--- config.mk ---
export PLATFORM = sky130hd
export DESIGN_NAME = tdm_demux_4_flat
export DESIGN_NICKNAME = d
export VERILOG_FILES = /design/src/rtl/tdm_demux_4_if.sv /design/src/rtl/tdm_demux_4.sv /design/src/flat_wrapper.sv
export SDC_FILE = /design/constraint.sdc
export NUM_CORES = 1
export LEC_CHECK = 0
export CORE_AREA = 2 2 75 77
export CTS_BUF_LIST = sky130_fd_sc_hd__clkbuf_8
export DETAILED_ROUTE_END_ITERATION = 8
export DIE_AREA = 0 0 77 79
export PLACE_DENSITY = 0.74
export SYNTH_ARGS = -nofsm -noshare
export SYNTH_HDL_FRONTEND = slang
export SYNTH_SLANG_ARGS = --single-unit
--- constraint.sdc ---
create_clock -name clk -period 1.99 [get_ports clk]
set_clock_uncertainty 0.1 [all_clocks]
set_input_delay 0.199 -clock clk [delete_from_list [all_inputs] [get_ports clk]]
set_output_delay 0.199 -clock clk [all_outputs]
set_load 0.1 [all_outputs]
--- src/rtl/tdm_demux_4_if.sv ---
// Bundle between a TDM word source and the tdm_demux_4 frame reassembler.
//   din/din_valid/frame_sync : serial word stream into the demux
//   Y0..Y3                    : last complete frame, channels A..D
//   sel                       : channel index expected on the next valid word
//   frame_valid               : one-cycle pulse after Y0..Y3 update
//   locked                    : demux is aligned to the frame (RUN)
//   sync_err                  : one-cycle pulse on a misplaced frame_sync
interface tdm_demux_4_if #(
  parameter int unsigned WIDTH = 8
);
  logic [WIDTH-1:0] din;
  logic             din_valid;
  logic             frame_sync;
  logic [WIDTH-1:0] Y0;
  logic [WIDTH-1:0] Y1;
  logic [WIDTH-1:0] Y2;
  logic [WIDTH-1:0] Y3;
  logic [1:0]       sel;
  logic             frame_valid;
  logic             locked;
  logic             sync_err;

  modport master (
    output din, din_valid, frame_sync,
    input  Y0, Y1, Y2, Y3, sel, frame_valid, locked, sync_err
  );

  modport slave (
    input  din, din_valid, frame_sync,
    output Y0, Y1, Y2, Y3, sel, frame_valid, locked, sync_err
  );
endinterface

--- src/rtl/tdm_demux_4.sv ---
// 1-to-4 time-division demultiplexer: collects channel words A..D from a
// serial stream into shadow registers and publishes a whole frame to
// Y0..Y3 at once, so a partial frame never reaches the outputs.
//   clk   : rising-edge clock
//   rst_n : asynchronous active-low reset
//   bus   : tdm_demux_4_if slave (stream in, frame/status out)
module tdm_demux_4 #(
  parameter int unsigned WIDTH = 8
) (
  input  logic          clk,
  input  logic          rst_n,
  tdm_demux_4_if.slave  bus
);

  localparam int unsigned SEL_W = 2;
  localparam int unsigned N_CH  = 4;

  typedef enum logic {
    HUNT = 1'b0,
    RUN  = 1'b1
  } state_e;

  state_e                       state_q, state_d;
  logic [SEL_W-1:0]             sel_q, sel_d;
  logic [N_CH-2:0][WIDTH-1:0]   shadow_q, shadow_d;
  logic [N_CH-1:0][WIDTH-1:0]   y_q, y_d;
  logic                         frame_valid_q, frame_valid_d;
  logic                         sync_err_q, sync_err_d;
  logic                         locked_q;

  // State and output registers
  always_ff @(posedge clk or negedge rst_n) begin
    if (!rst_n) begin
      state_q       <= HUNT;
      sel_q         <= '0;
      shadow_q      <= '0;
      y_q           <= '0;
      frame_valid_q <= 1'b0;
      sync_err_q    <= 1'b0;
      locked_q      <= 1'b0;
    end else begin
      state_q       <= state_d;
      sel_q         <= sel_d;
      shadow_q      <= shadow_d;
      y_q           <= y_d;
      frame_valid_q <= frame_valid_d;
      sync_err_q    <= sync_err_d;
      locked_q      <= (state_d == RUN);
    end
  end

  // Next-state and frame assembly
  always_comb begin
    state_d       = state_q;
    sel_d         = sel_q;
    shadow_d      = shadow_q;
    y_d           = y_q;
    frame_valid_d = 1'b0;
    sync_err_d    = 1'b0;

    if (bus.din_valid) begin
      unique case (state_q)
        HUNT: begin
          // Unsynced words are dropped until the first channel-A marker
          if (bus.frame_sync) begin
            shadow_d[0] = bus.din;
            sel_d       = SEL_W'(1);
            state_d     = RUN;
          end
        end
        RUN: begin
          if (bus.frame_sync && (sel_q != '0)) begin
            // Misaligned marker: drop the partial frame, restart at channel A
            sync_err_d  = 1'b1;
            shadow_d[0] = bus.din;
            sel_d       = SEL_W'(1);
          end else if (sel_q == SEL_W'(N_CH - 1)) begin
            // Channel D completes the frame; publish all four together
            y_d[0]        = shadow_q[0];
            y_d[1]        = shadow_q[1];
            y_d[2]        = shadow_q[2];
            y_d[3]        = bus.din;
            frame_valid_d = 1'b1;
            sel_d         = '0;
          end else begin
            shadow_d[sel_q] = bus.din;
            sel_d           = SEL_W'(sel_q + SEL_W'(1));
          end
        end
        default: state_d = HUNT;
      endcase
    end
  end

  assign bus.Y0          = y_q[0];
  assign bus.Y1          = y_q[1];
  assign bus.Y2          = y_q[2];
  assign bus.Y3          = y_q[3];
  assign bus.sel         = sel_q;
  assign bus.frame_valid = frame_valid_q;
  assign bus.locked      = locked_q;
  assign bus.sync_err    = sync_err_q;

endmodule

--- src/flat_wrapper.sv ---
// flat-port wrapper written by rule: the top's interface ports become plain ports
module tdm_demux_4_flat 
#(
  parameter int unsigned WIDTH = 8
)
  (clk, rst_n, bus_din, bus_din_valid, bus_frame_sync, bus_Y0, bus_Y1, bus_Y2, bus_Y3, bus_sel, bus_frame_valid, bus_locked, bus_sync_err);
  tdm_demux_4_if #(.WIDTH(WIDTH)) bus_i ();
  input  logic clk;
  input  logic rst_n;
  input wire logic [$bits(bus_i.din)-1:0] bus_din;
  input wire logic [$bits(bus_i.din_valid)-1:0] bus_din_valid;
  input wire logic [$bits(bus_i.frame_sync)-1:0] bus_frame_sync;
  output wire logic [$bits(bus_i.Y0)-1:0] bus_Y0;
  output wire logic [$bits(bus_i.Y1)-1:0] bus_Y1;
  output wire logic [$bits(bus_i.Y2)-1:0] bus_Y2;
  output wire logic [$bits(bus_i.Y3)-1:0] bus_Y3;
  output wire logic [$bits(bus_i.sel)-1:0] bus_sel;
  output wire logic [$bits(bus_i.frame_valid)-1:0] bus_frame_valid;
  output wire logic [$bits(bus_i.locked)-1:0] bus_locked;
  output wire logic [$bits(bus_i.sync_err)-1:0] bus_sync_err;
  assign bus_i.din = bus_din;
  assign bus_i.din_valid = bus_din_valid;
  assign bus_i.frame_sync = bus_frame_sync;
  assign bus_Y0 = bus_i.Y0;
  assign bus_Y1 = bus_i.Y1;
  assign bus_Y2 = bus_i.Y2;
  assign bus_Y3 = bus_i.Y3;
  assign bus_sel = bus_i.sel;
  assign bus_frame_valid = bus_i.frame_valid;
  assign bus_locked = bus_i.locked;
  assign bus_sync_err = bus_i.sync_err;
  tdm_demux_4 #(.WIDTH(WIDTH)) u_core (.clk(clk), .rst_n(rst_n), .bus(bus_i));
endmodule
==> results of run 1 <==
[worst max-delay path by stage]
stage / cells past startpoint / start / slack (ns) / end
after global placement: 6 / u_core.bus.sel[1]$_DFFE_PN0P_ / -0.08 / u_core.bus.Y3[4]$_DFFE_PN0P_
after CTS: 7 / u_core.bus.sel[0]$_DFFE_PN0P_ / -0.07 / u_core.shadow_q[16]$_DFFE_PN0P_
after global routing: 7 / u_core.bus.sel[0]$_DFFE_PN0P_ / -0.07 / u_core.shadow_q[18]$_DFFE_PN0P_
after floorplan: 8 / u_core.bus.sel[1]$_DFFE_PN0P_ / -0.31 / u_core.bus.Y0[5]$_DFFE_PN0P_
after detailed placement: 6 / u_core.bus.sel[1]$_DFFE_PN0P_ / -0.12 / u_core.bus.Y0[4]$_DFFE_PN0P_
final: 6 / u_core.bus.sel[0]$_DFFE_PN0P_ / -0.04 / u_core.bus.Y3[1]$_DFFE_PN0P_
[stage by stage]
| step | TNS (ns) | hold slack, ns | cells |
|---|---|---|---|
| detailed placement | -4.38 | 0.0618 | 278 |
| global route | -1.77 | 0.274 | 299 |
| finish | -0.337 | 0.232 | 299 |
| floorplan | -11.59 | -0.197 | 143 |
| global placement | -2.31 | 0.0550 | 278 |
| CTS | -0.737 | 0.236 | 297 |
[layer usage]
layer  part of all wire  wire (µm)  up-vias
li1                   -          -      667
met1               0.43       2280      766
met2               0.52       2770       30
met3              0.035        183        8
met4              0.013         71        0
met5                  0          0        -
[registers in the layout (all words and copies together) (netlist names)]
signal                  cells
u_core.bus.Y2               8
u_core.bus.Y0               8
u_core.bus.sync_err         1
u_core.shadow_q            24
u_core.bus.sel              2
u_core.bus.Y1               8
u_core.state_q              1
u_core.bus.Y3               8
u_core.bus.frame_valid      1
[cells by family after synthesis]
group | count (synthesis) | synth area share
compound gates | 6 | 0.0213
buf+inv | 7 | 0.0289
mux | 56 | 0.271
simple gates | 9 | 0.0401
flops | 61 | 0.619
fa+ha+maj | 4 | 0.0203
[area by class of cell]
class	count	area, µm²	area share
timing repair inverter	1	11.3	0.00318
clock inverter	5	73.8	0.0209
tap	72	90.1	0.0255
inverter	4	32.5	0.00919
sequential	61	1540	0.434
clock buffer	11	151	0.0428
multi-input combinational	75	1020	0.287
timing repair buffer	70	628	0.178
[repair_timing]
action	CTS	global route
pin swaps	4	2
buffers inserted	1	1
hold buffers	1	0
gates cloned	1	1
endpoints found under the setup margin	48	54
gates resized for setup	5	16
hold endpoints to repair	19	0
[worst max-delay path: cells and delay by family, from the launching register on]
| kind | cells | cell delay, ns |
|---|---|---|
| buffers and inverters | 2 | 0.27 |
| muxes | 1 | 0.29 |
| DFF | 1 | 0.50 |
| adders and majority gates | 1 | 0.13 |
| and+or+nand+nor | 2 | 0.62 |
[layout by cell type (no fill, tap or decap), types with 2 or more instances in the layout]
cell type | synthesis | routed
sky130_fd_sc_hd__bufinv_16 | 0 | 2
sky130_fd_sc_hd__clkdlybuf4s50_1 | 0 | 10
sky130_fd_sc_hd__ha_4 | 0 | 2
sky130_fd_sc_hd__buf_6 | 1 | 4
sky130_fd_sc_hd__clkbuf_8 | 0 | 11
sky130_fd_sc_hd__dfrtp_4 | 0 | 2
sky130_fd_sc_hd__a22o_1 | 2 | 2
sky130_fd_sc_hd__dfrtp_1 | 61 | 58
sky130_fd_sc_hd__mux2_4 | 10 | 41
sky130_fd_sc_hd__buf_12 | 2 | 3
sky130_fd_sc_hd__nor4b_4 | 2 | 2
sky130_fd_sc_hd__mux2_2 | 42 | 15
sky130_fd_sc_hd__ha_1 | 4 | 2
sky130_fd_sc_hd__inv_4 | 0 | 2
sky130_fd_sc_hd__clkinv_2 | 0 | 2
sky130_fd_sc_hd__buf_4 | 0 | 49
==> flow_summary.rst, run 1 <==
.. list-table::
   :header-rows: 1

   * - Metric
     - Value
   * - Mapped cell area
     - 2470 µm²
   * - Final Hold Viols
     - 0
   * - Met1 Usage GRT
     - 0.236
   * - Type of the setup path with the least slack
     - reg2reg
   * - Setup repair after global routing missed its margin
     - yes
   * - Critical path fanouts, max
     - 7
   * - Routed length per placed instance
     - 17.7 µm
   * - Worst setup slack before clock tree synthesis
     - -0.119 ns
   * - CTS Sinks
     - between 60 and 70
   * - Fraction of synthesized cell area taken by the top area cell type
     - 0.619
   * - Required arrival time at the worst endpoint
     - 2.11 ns
   * - Starting utilization of the core area
     - 0.462
   * - Final count of pins violating max slew
     - 0
   * - Number of enable flip-flop cells after synthesis
     - 0
   * - Depth of the most critical reg-to-reg path
     - 6
   * - Cell with the biggest individual delay on the critical path
     - sky130_fd_sc_hd__dfrtp_4
   * - Post-detailed-placement cell area
     - 3170 µm²
   * - Proportion of synthesized flip-flops having asynchronous set or reset
     - 1.00
   * - Drt first-iter violations
     - 94
   * - Cell chain of the critical path
     - inv_4 > ha_4 > and2b_4 > or3_4 > buf_8 > mux2_4
   * - Width of the die
     - just under 80 µm
   * - Cell types occupying the most area after synthesis
     - sky130_fd_sc_hd__dfrtp_1 (62%), sky130_fd_sc_hd__mux2_2 (19%), sky130_fd_sc_hd__mux2_4 (6.1%), sky130_fd_sc_hd__ha_1 (2.0%), sky130_fd_sc_hd__nor4b_4 (1.9%)
   * - Clock tree from TritonCTS
     - built
   * - Longest individual stage delay on the worst path
     - 0.50 ns
   * - Number of setup violations in the final report
     - 20
   * - Die Area
     - approximately 6100 µm²
   * - Number of buffers added by the clock tree synthesis step
     - 9
   * - Most frequent cells after synthesis
     - sky130_fd_sc_hd__dfrtp_1 (61), sky130_fd_sc_hd__mux2_2 (42), sky130_fd_sc_hd__mux2_4 (10)
   * - Worst Path Arrival
     - 2.15 ns
   * - CTS HTree Levels
     - 3
   * - Average cell area after synthesis
     - 17.3 µm²
   * - Standard-cell row count
     - 27
   * - Cell taking the most area after synthesis
     - sky130_fd_sc_hd__dfrtp_1
   * - Syn-to-layout area delta
     - 43.4%
   * - Number of flip-flops and latches in the synthesized netlist
     - 61
   * - Failing checks
     - negative setup slack
   * - Count of unresolved DRC violations after routing
     - 0
   * - Hpwl dp
     - about 3.6 mm
   * - Mean number of vias per cell
     - 4.92
   * - Total nets after synthesis
     - around 160
   * - Cell at the root of the clock tree
     - sky130_fd_sc_hd__clkbuf_8
   * - Sequential element share of the synthesized area
     - 0.619
   * - Maximum number of buffers from clock root to sink
     - 2
   * - Worst R2R Setup Slack
     - -0.04 ns
   * - Clock network latency to the later pin of the worst-skew pair
     - ~0.34 ns
   * - Slew @ Worst Pin
     - around 0.43 ns
   * - Routability Congestion
     - just under 0.8
   * - Total routing usage reported by global routing
     - 0.193
   * - Pin count of the biggest net entering global routing
     - 24
   * - TritonRoute pass-1 iters
     - 4
   * - Number of different library cells in the post-synthesis netlist
     - 23
   * - Critical path startpoint category
     - flip-flop
   * - Final wirelength
     - 5.30 mm
   * - Via total after detailed routing
     - around 1500
   * - Count leader, synth
     - sky130_fd_sc_hd__dfrtp_1
   * - Antenna diodes
     - 0
   * - Number of antenna violations at the first check in global routing
     - 0
   * - Post-route design area
     - between 3000 and 4000 µm²
   * - Port bufs
     - 48
   * - Number of instances in the synthesized netlist
     - 143
   * - Fill count
     - 397
   * - Worst min path class
     - in2async
   * - Max-cap violations
     - 0
   * - Die height
     - approximately 79 µm
   * - Area of the core
     - between 5000 and 6000 µm²
   * - Result of the run
     - finished with violations
   * - Synth Flop Type
     - sky130_fd_sc_hd__dfrtp_1
   * - Worst flop-to-flop path endpoint
     - u_core.bus.Y3[1]$_DFFE_PN0P_
   * - Net count, final
     - ~240
   * - Utilization after layout
     - 0.663
   * - Post-layout worst setup margin
     - -0.0353 ns
   * - Share of layout cells above drive strength 1
     - 0.643
   * - Synthesis warning total
     - 0
   * - Highest attainable clock frequency
     - 494 MHz
   * - Via count of the first global-routing pass
     - 1668
   * - Met2 Resource Use GR
     - 0.325
   * - Number of I/O pins
     - 49
   * - Antenna violation net count after detailed routing
     - 0
   * - Post-CTS clock slew at the launch and capture registers of the worst setup and hold paths
     - 0.07 ns
   * - Origin of the critical flop-to-flop path
     - u_core.bus.sel[0]$_DFFE_PN0P_
   * - Global-route met3 utilization
     - 0.0580
   * - Remaining global-route overflow
     - 0
   * - Slew headroom
     - 0.714
   * - Kind of capture point of the worst setup path
     - flip-flop
   * - Minimum clock period
     - roughly 2.0 ns
   * - Period Utilization, post-route
     - 1.02
   * - Global-route wire length before repair
     - 8.72 mm
   * - Grt peak-use layer
     - met2
Power of run 1 is not shown: default switching activity piles up to over one toggle a cycle in this logic, so the estimate is an artifact.
==> run 2, diff against run 1 <==
MAX_ROUTING_LAYER = met4   (was default)
==> flow_summary.rst, run 2 (synthesis gave the netlist of run 1 again) <==
.. list-table::
   :header-rows: 1

   * - Metric
     - Value
   * - Number of buffers and inverters on the critical path
     - 2 (unchanged)
   * - Hpwl dp
     - 3.64 mm (unchanged)
   * - Die height
     - 79 µm (unchanged)
   * - Routability Congestion
     - 0.797 (was 0.786)
   * - Cell with the biggest individual delay on the critical path
     - sky130_fd_sc_hd__dfrtp_4 (unchanged)
   * - Slew @ Worst Pin
     - 0.430 ns (was 0.429 ns)
   * - Critical path fanouts, max
     - 5 (was 7)
   * - Syn-to-layout area delta
     - 43.4% (unchanged)
   * - Minimum clock period
     - 2.02 ns (was 2.03 ns)
   * - Cell at the root of the clock tree
     - sky130_fd_sc_hd__clkbuf_8 (unchanged)
   * - Worst Hold Margin
     - 0.233 ns (was 0.232 ns)
   * - Longest individual stage delay on the worst path
     - 0.50 ns (about the same)
   * - Worst min path class
     - in2async (unchanged)
   * - Failing checks
     - negative setup slack (unchanged)
   * - Worst R2R Setup Slack
     - -0.03 ns (was -0.04 ns)
   * - Slew headroom
     - 0.713 (was 0.714)
   * - Width of the die
     - 77 µm (unchanged)
   * - Total Neg Setup Slack
     - -0.326 ns (was -0.337 ns)
   * - Global-route wire length before repair
     - 8.74 mm (was 8.72 mm)
   * - Kind of capture point of the worst setup path
     - flip-flop (unchanged)
   * - Final Hold Viols
     - 0 (unchanged)
   * - Critical path startpoint category
     - flip-flop (unchanged)
   * - Result of the run
     - finished with violations (unchanged)
   * - CTS HTree Levels
     - 3 (unchanged)
   * - Via total after detailed routing
     - 1470 (was 1471)
   * - TritonRoute pass-1 iters
     - 4 (unchanged)
   * - Routed length per placed instance
     - 17.7 µm (about the same)
   * - Drt first-iter violations
     - 123 (was 94)
   * - Area of the core
     - 5340 µm² (unchanged)
   * - Required arrival time at the worst endpoint
     - 2.12 ns (was 2.11 ns)
   * - Worst Path Arrival
     - 2.15 ns (about the same)
   * - Setup repair after global routing missed its margin
     - yes (unchanged)
   * - Clock network latency to the later pin of the worst-skew pair
     - 0.34 ns (about the same)
   * - Number of buffers added by the clock tree synthesis step
     - 9 (unchanged)
   * - Antenna violation net count after detailed routing
     - 0 (unchanged)
   * - CTS Sinks
     - 61 (unchanged)
   * - Largest register FFs
     - 24 (unchanged)
   * - Via count of the first global-routing pass
     - 1665 (was 1668)
   * - Number of setup violations in the final report
     - 21 (was 20)
   * - Post-layout worst setup margin
     - -0.0347 ns (was -0.0353 ns)
   * - Total routing usage reported by global routing
     - 0.199 (was 0.193)
   * - Number of antenna violations at the first check in global routing
     - 0 (unchanged)
   * - Period Utilization, post-route
     - 1.02 (about the same)
   * - Pin count of the biggest net entering global routing
     - 24 (unchanged)
   * - Share of layout cells above drive strength 1
     - 0.643 (unchanged)
   * - Number of I/O pins
     - 49 (unchanged)
   * - Highest attainable clock frequency
     - 494 MHz (about the same)
   * - Net count, final
     - 238 (unchanged)
   * - Most flop-heavy register
     - u_core.shadow_q (unchanged)
   * - Maximum number of buffers from clock root to sink
     - 2 (unchanged)
   * - Count of unresolved DRC violations after routing
     - 0 (unchanged)
   * - Final wirelength
     - 5.31 mm (was 5.30 mm)
   * - Most frequent cells in the layout
     - sky130_fd_sc_hd__dfrtp_1 (58), sky130_fd_sc_hd__buf_4 (49), sky130_fd_sc_hd__mux2_4 (41) (unchanged)
   * - Starting utilization of the core area
     - 0.462 (unchanged)
   * - Antenna diodes
     - 0 (unchanged)
   * - Port bufs
     - 48 (unchanged)
   * - Post-CTS clock slew at the launch and capture registers of the worst setup and hold paths
     - 0.07 ns (about the same)
   * - Fill count
     - 397 (unchanged)
   * - Area of the multi-input gates
     - 1020 µm² (unchanged)
   * - Standard-cell row count
     - 27 (unchanged)
   * - Most common cell after layout, fill and taps aside
     - sky130_fd_sc_hd__dfrtp_1 (unchanged)
   * - Combined flip-flop and latch cell area
     - 1540 µm² (unchanged)
   * - Die Area
     - 6080 µm² (unchanged)
   * - Clock tree from TritonCTS
     - built (unchanged)
   * - Max-cap violations
     - 0 (unchanged)
   * - Mean number of vias per cell
     - 4.92 (about the same)
   * - Remaining global-route overflow
     - 0 (unchanged)
   * - Cell chain of the critical path
     - inv_4 > ha_4 > and2b_4 > or3_4 > clkbuf_16 > mux2_4 (was inv_4 > ha_4 > and2b_4 > or3_4 > buf_8 > mux2_4)
   * - Final count of pins violating max slew
     - 0 (unchanged)
   * - Cell family contributing the most delay on the critical path
     - simple AND/OR/NAND/NOR gates (unchanged)
   * - Type of the setup path with the least slack
     - reg2reg (unchanged)
run 2: final timing paths:
path | from | endpoint | cells past startpoint
worst max register to register | u_core.bus.sel[0]$_DFFE_PN0P_ | u_core.bus.Y3[4]$_DFFE_PN0P_ | 6
worst max-delay path | u_core.bus.sel[0]$_DFFE_PN0P_ | u_core.bus.Y3[4]$_DFFE_PN0P_ | 6
worst min register to register | u_core.bus.Y2[6]$_DFFE_PN0P_ | u_core.bus.Y2[6]$_DFFE_PN0P_ | 1
worst min-delay path | rst_n | u_core.shadow_q[13]$_DFFE_PN0P_ | 2
min in group clk | u_core.bus.Y2[6]$_DFFE_PN0P_ | u_core.bus.Y2[6]$_DFFE_PN0P_ | 1
max in group asynchronous | rst_n | u_core.shadow_q[16]$_DFFE_PN0P_ | 3
run 2: cell type report:
| cell class | count | share of cell area |
|---|---|---|
| repair buffers | 70 | 0.178 |
| multi-input cells | 75 | 0.287 |
| clock inverters | 5 | 0.0209 |
| flip-flops and latches | 61 | 0.434 |
| clock buffers | 11 | 0.0428 |
| repair inverters | 1 | 0.00318 |
| inverters | 4 | 0.00919 |
| well taps | 72 | 0.0255 |
run 2: stage by stage:
step,area (µm²),setup slack [ns],std cells,util
6_report,3540,-0.0347,299,0.663
5_1_grt,3540,-0.0702,299,0.663
4_1_cts,3440,-0.0668,297,0.645
3_5_place_dp,3170,-0.119,278,0.594
3_3_place_gp,3170,-0.0765,278,0.594
2_1_floorplan,2590,-0.314,143,-
run 2: metal layers:
metal / global-route usage / up-vias / share of wire / wire [µm]
li1: - / 669 / - / -
met1: 0.238 / 763 / 0.43 / 2290
met2: 0.324 / 30 / 0.52 / 2770
met3: 0.0568 / 8 / 0.033 / 176
met4: 0.0732 / 0 / 0.013 / 71
met5: - / - / 0 / 0
run 2: what timing repair did:
item                                    4_1_cts  5_1_grt
gates resized for setup                       5       16
endpoints found under the setup margin       48       54
hold endpoints to repair                     19        0
pin swaps                                     4        2
setup buffers                                 1        1
hold buffers                                  1        0
cloned                                        1        1
Power of run 2 is left out for the same reason.
==> run 3, diff against run 2 <==
GPL_TIMING_DRIVEN = 0   (was default)
==> flow_summary.rst, run 3 (synthesis gave the netlist of run 1 again) <==
.. list-table::
   :header-rows: 1

   * - Metric
     - Value
   * - Total Neg Setup Slack
     - -3.95 ns (was -0.326 ns)
   * - Routed length per placed instance
     - 17.6 µm (was 17.7 µm)
   * - Number of antenna violations at the first check in global routing
     - 0 (unchanged)
   * - Global-route wire length before repair
     - 8.80 mm (was 8.74 mm)
   * - Setup repair after global routing missed its margin
     - yes (unchanged)
   * - Number of I/O pins
     - 49 (unchanged)
   * - Failing checks
     - negative setup slack (unchanged)
   * - Port bufs
     - 48 (unchanged)
   * - Post-detailed-placement cell area
     - 3180 µm² (was 3170 µm²)
   * - Mean number of vias per cell
     - 4.96 (was 4.92)
   * - Post-layout worst setup margin
     - -0.145 ns (was -0.0347 ns)
   * - Worst Hold Margin
     - 0.254 ns (was 0.233 ns)
   * - Worst min path class
     - in2async (unchanged)
   * - Most common cell after layout, fill and taps aside
     - sky130_fd_sc_hd__dfrtp_1 (unchanged)
   * - Number of setup violations in the final report
     - 45 (was 21)
   * - Critical path fanouts, max
     - 5 (unchanged)
   * - Critical Path End
     - u_core.bus.Y3[7]$_DFFE_PN0P_ (was u_core.bus.Y3[4]$_DFFE_PN0P_)
   * - Net count, final
     - 237 (was 238)
   * - Cell with the biggest individual delay on the critical path
     - sky130_fd_sc_hd__dfrtp_4 (unchanged)
   * - Total routing usage reported by global routing
     - 0.199 (about the same)
   * - Syn-to-layout area delta
     - 45.0% (was 43.4%)
   * - Final wirelength
     - 5.22 mm (was 5.31 mm)
   * - Hpwl dp
     - 3.34 mm (was 3.64 mm)
   * - Final count of pins violating max slew
     - 0 (unchanged)
   * - Starting utilization of the core area
     - 0.462 (unchanged)
   * - Count of unresolved DRC violations after routing
     - 0 (unchanged)
   * - Worst R2R Setup Slack
     - -0.14 ns (was -0.03 ns)
   * - Most frequent cells in the layout
     - sky130_fd_sc_hd__dfrtp_1 (58), sky130_fd_sc_hd__mux2_4 (41), sky130_fd_sc_hd__dlygate4sd2_1 (34) (was sky130_fd_sc_hd__dfrtp_1 (58), sky130_fd_sc_hd__buf_4 (49), sky130_fd_sc_hd__mux2_4 (41))
   * - Maximum number of buffers from clock root to sink
     - 2 (unchanged)
   * - Fill count
     - 393 (was 397)
   * - Cell count after placement
     - 264 (was 278)
   * - Standard-cell row count
     - 27 (unchanged)
   * - Max-cap violations
     - 0 (unchanged)
   * - Critical path startpoint category
     - flip-flop (unchanged)
   * - Depth of the most critical reg-to-reg path
     - 7 (was 6)
   * - Area of the core
     - 5340 µm² (unchanged)
   * - Non-filler cells in the finished layout
     - 297 (was 299)
   * - Die height
     - 79 µm (unchanged)
   * - Minimum clock period
     - 2.13 ns (was 2.02 ns)
   * - Die Area
     - 6080 µm² (unchanged)
   * - Share of layout cells above drive strength 1
     - 0.476 (was 0.643)
   * - CTS Sinks
     - 61 (unchanged)
   * - Longest individual stage delay on the worst path
     - 0.51 ns (was 0.50 ns)
   * - Required arrival time at the worst endpoint
     - 2.10 ns (was 2.12 ns)
   * - Pin count of the biggest net entering global routing
     - 43 (was 24)
   * - Drt first-iter violations
     - 47 (was 123)
   * - Origin of the critical flop-to-flop path
     - u_core.bus.sel[0]$_DFFE_PN0P_ (unchanged)
   * - Number of buffers added by the clock tree synthesis step
     - 9 (unchanged)
   * - Result of the run
     - finished with violations (unchanged)
   * - Critical path depth in cells
     - 7 (was 6)
   * - Clock tree from TritonCTS
     - built (unchanged)
   * - Via total after detailed routing
     - 1473 (was 1470)
   * - Kind of capture point of the worst setup path
     - flip-flop (unchanged)
   * - Remaining global-route overflow
     - 0 (unchanged)
   * - Final Hold Viols
     - 0 (unchanged)
   * - Worst Path Arrival
     - 2.24 ns (was 2.15 ns)
   * - Slew @ Worst Pin
     - 0.986 ns (was 0.430 ns)
   * - CTS HTree Levels
     - 3 (unchanged)
   * - Cell family contributing the most delay on the critical path
     - simple AND/OR/NAND/NOR gates (unchanged)
   * - Antenna diodes
     - 0 (unchanged)
   * - Antenna violation net count after detailed routing
     - 0 (unchanged)
   * - Highest attainable clock frequency
     - 468 MHz (was 494 MHz)
   * - Area of the multi-input gates
     - 1010 µm² (was 1020 µm²)
   * - Routability Congestion
     - 0.731 (was 0.797)
   * - Combined flip-flop and latch cell area
     - 1540 µm² (unchanged)
   * - Cell chain of the critical path
     - inv_4 > ha_4 > and2b_4 > or3_4 > buf_12 > buf_12 > mux2_4 (was inv_4 > ha_4 > and2b_4 > or3_4 > clkbuf_16 > mux2_4)
   * - Via count of the first global-routing pass
     - 1648 (was 1665)
   * - Width of the die
     - 77 µm (unchanged)
   * - Period Utilization, post-route
     - 1.07 (was 1.02)
   * - Most flop-heavy register
     - u_core.shadow_q (unchanged)
   * - Worst flop-to-flop path endpoint
     - u_core.bus.Y3[7]$_DFFE_PN0P_ (was u_core.bus.Y3[4]$_DFFE_PN0P_)
   * - Worst setup path startpoint
     - u_core.bus.sel[0]$_DFFE_PN0P_ (unchanged)
   * - Cell repeated most along the worst path
     - sky130_fd_sc_hd__buf_12
   * - Slew headroom
     - 0.345 (was 0.713)
   * - Largest register FFs
     - 24 (unchanged)
   * - Post-route design area
     - 3580 µm² (was 3540 µm²)
   * - Post-CTS clock slew at the launch and capture registers of the worst setup and hold paths
     - 0.06 ns (was 0.07 ns)
   * - TritonRoute pass-1 iters
     - 4 (unchanged)
   * - Clock network latency to the later pin of the worst-skew pair
     - 0.32 ns (was 0.34 ns)
   * - Number of buffers and inverters on the critical path
     - 3 (was 2)
   * - Type of the setup path with the least slack
     - reg2reg (unchanged)
   * - Cell at the root of the clock tree
     - sky130_fd_sc_hd__clkbuf_8 (unchanged)
run 3: worst min-delay path by stage:
stage	from	end	slack (ns)	cells after the start
finish	rst_n	u_core.bus.Y0[6]$_DFFE_PN0P_	0.25	2
detailed placement	rst_n	u_core.bus.Y0[6]$_DFFE_PN0P_	0.07	1
CTS	rst_n	u_core.bus.Y0[6]$_DFFE_PN0P_	0.26	2
global route	rst_n	u_core.bus.Y0[6]$_DFFE_PN0P_	0.30	2
floorplan	rst_n	u_core.bus.Y0[0]$_DFFE_PN0P_	-0.20	0
global placement	u_core.shadow_q[0]$_DFFE_PN0P_	u_core.shadow_q[0]$_DFFE_PN0P_	0.38	1
run 3: what timing repair did:
| item | in CTS | in global routing |
|---|---|---|
| setup endpoints to repair | 90 | 57 |
| pin swaps | 4 | 4 |
| resized for setup | 45 | 13 |
| setup buffers | 15 | 2 |
| hold buffers | 1 | 0 |
| hold endpoints to repair | 19 | 0 |
| cloned | 2 | 0 |
run 3: final cells by class:
cell class                 instances  area share
buffer                             1     0.00560
clock buffer                      12      0.0462
clock inverter                     3     0.00350
inverter                           4     0.00769
multi-input combinational         75       0.283
sequential                        61       0.429
tap                               72      0.0252
timing repair buffer              69       0.200
run 3: metal layers:
metal	vias up	global-route usage	wire length [µm]	part of all wire
met5	-	-	0	0
met4	0	0.0732	40	0.0077
met3	4	0.0602	175	0.034
met2	36	0.321	2680	0.51
met1	763	0.241	2330	0.45
li1	670	-	-	-
run 3: through the flow:
| stage | util | setup slack, ns |
|---|---|---|
| 2_1_floorplan | - | -0.314 |
| 3_3_place_gp | 0.592 | -1.55 |
| 3_5_place_dp | 0.595 | -0.348 |
| 4_1_cts | 0.664 | -0.175 |
| 5_1_grt | 0.670 | -0.186 |
| 6_report | 0.670 | -0.145 |
Power of run 3 is left out for the same reason.
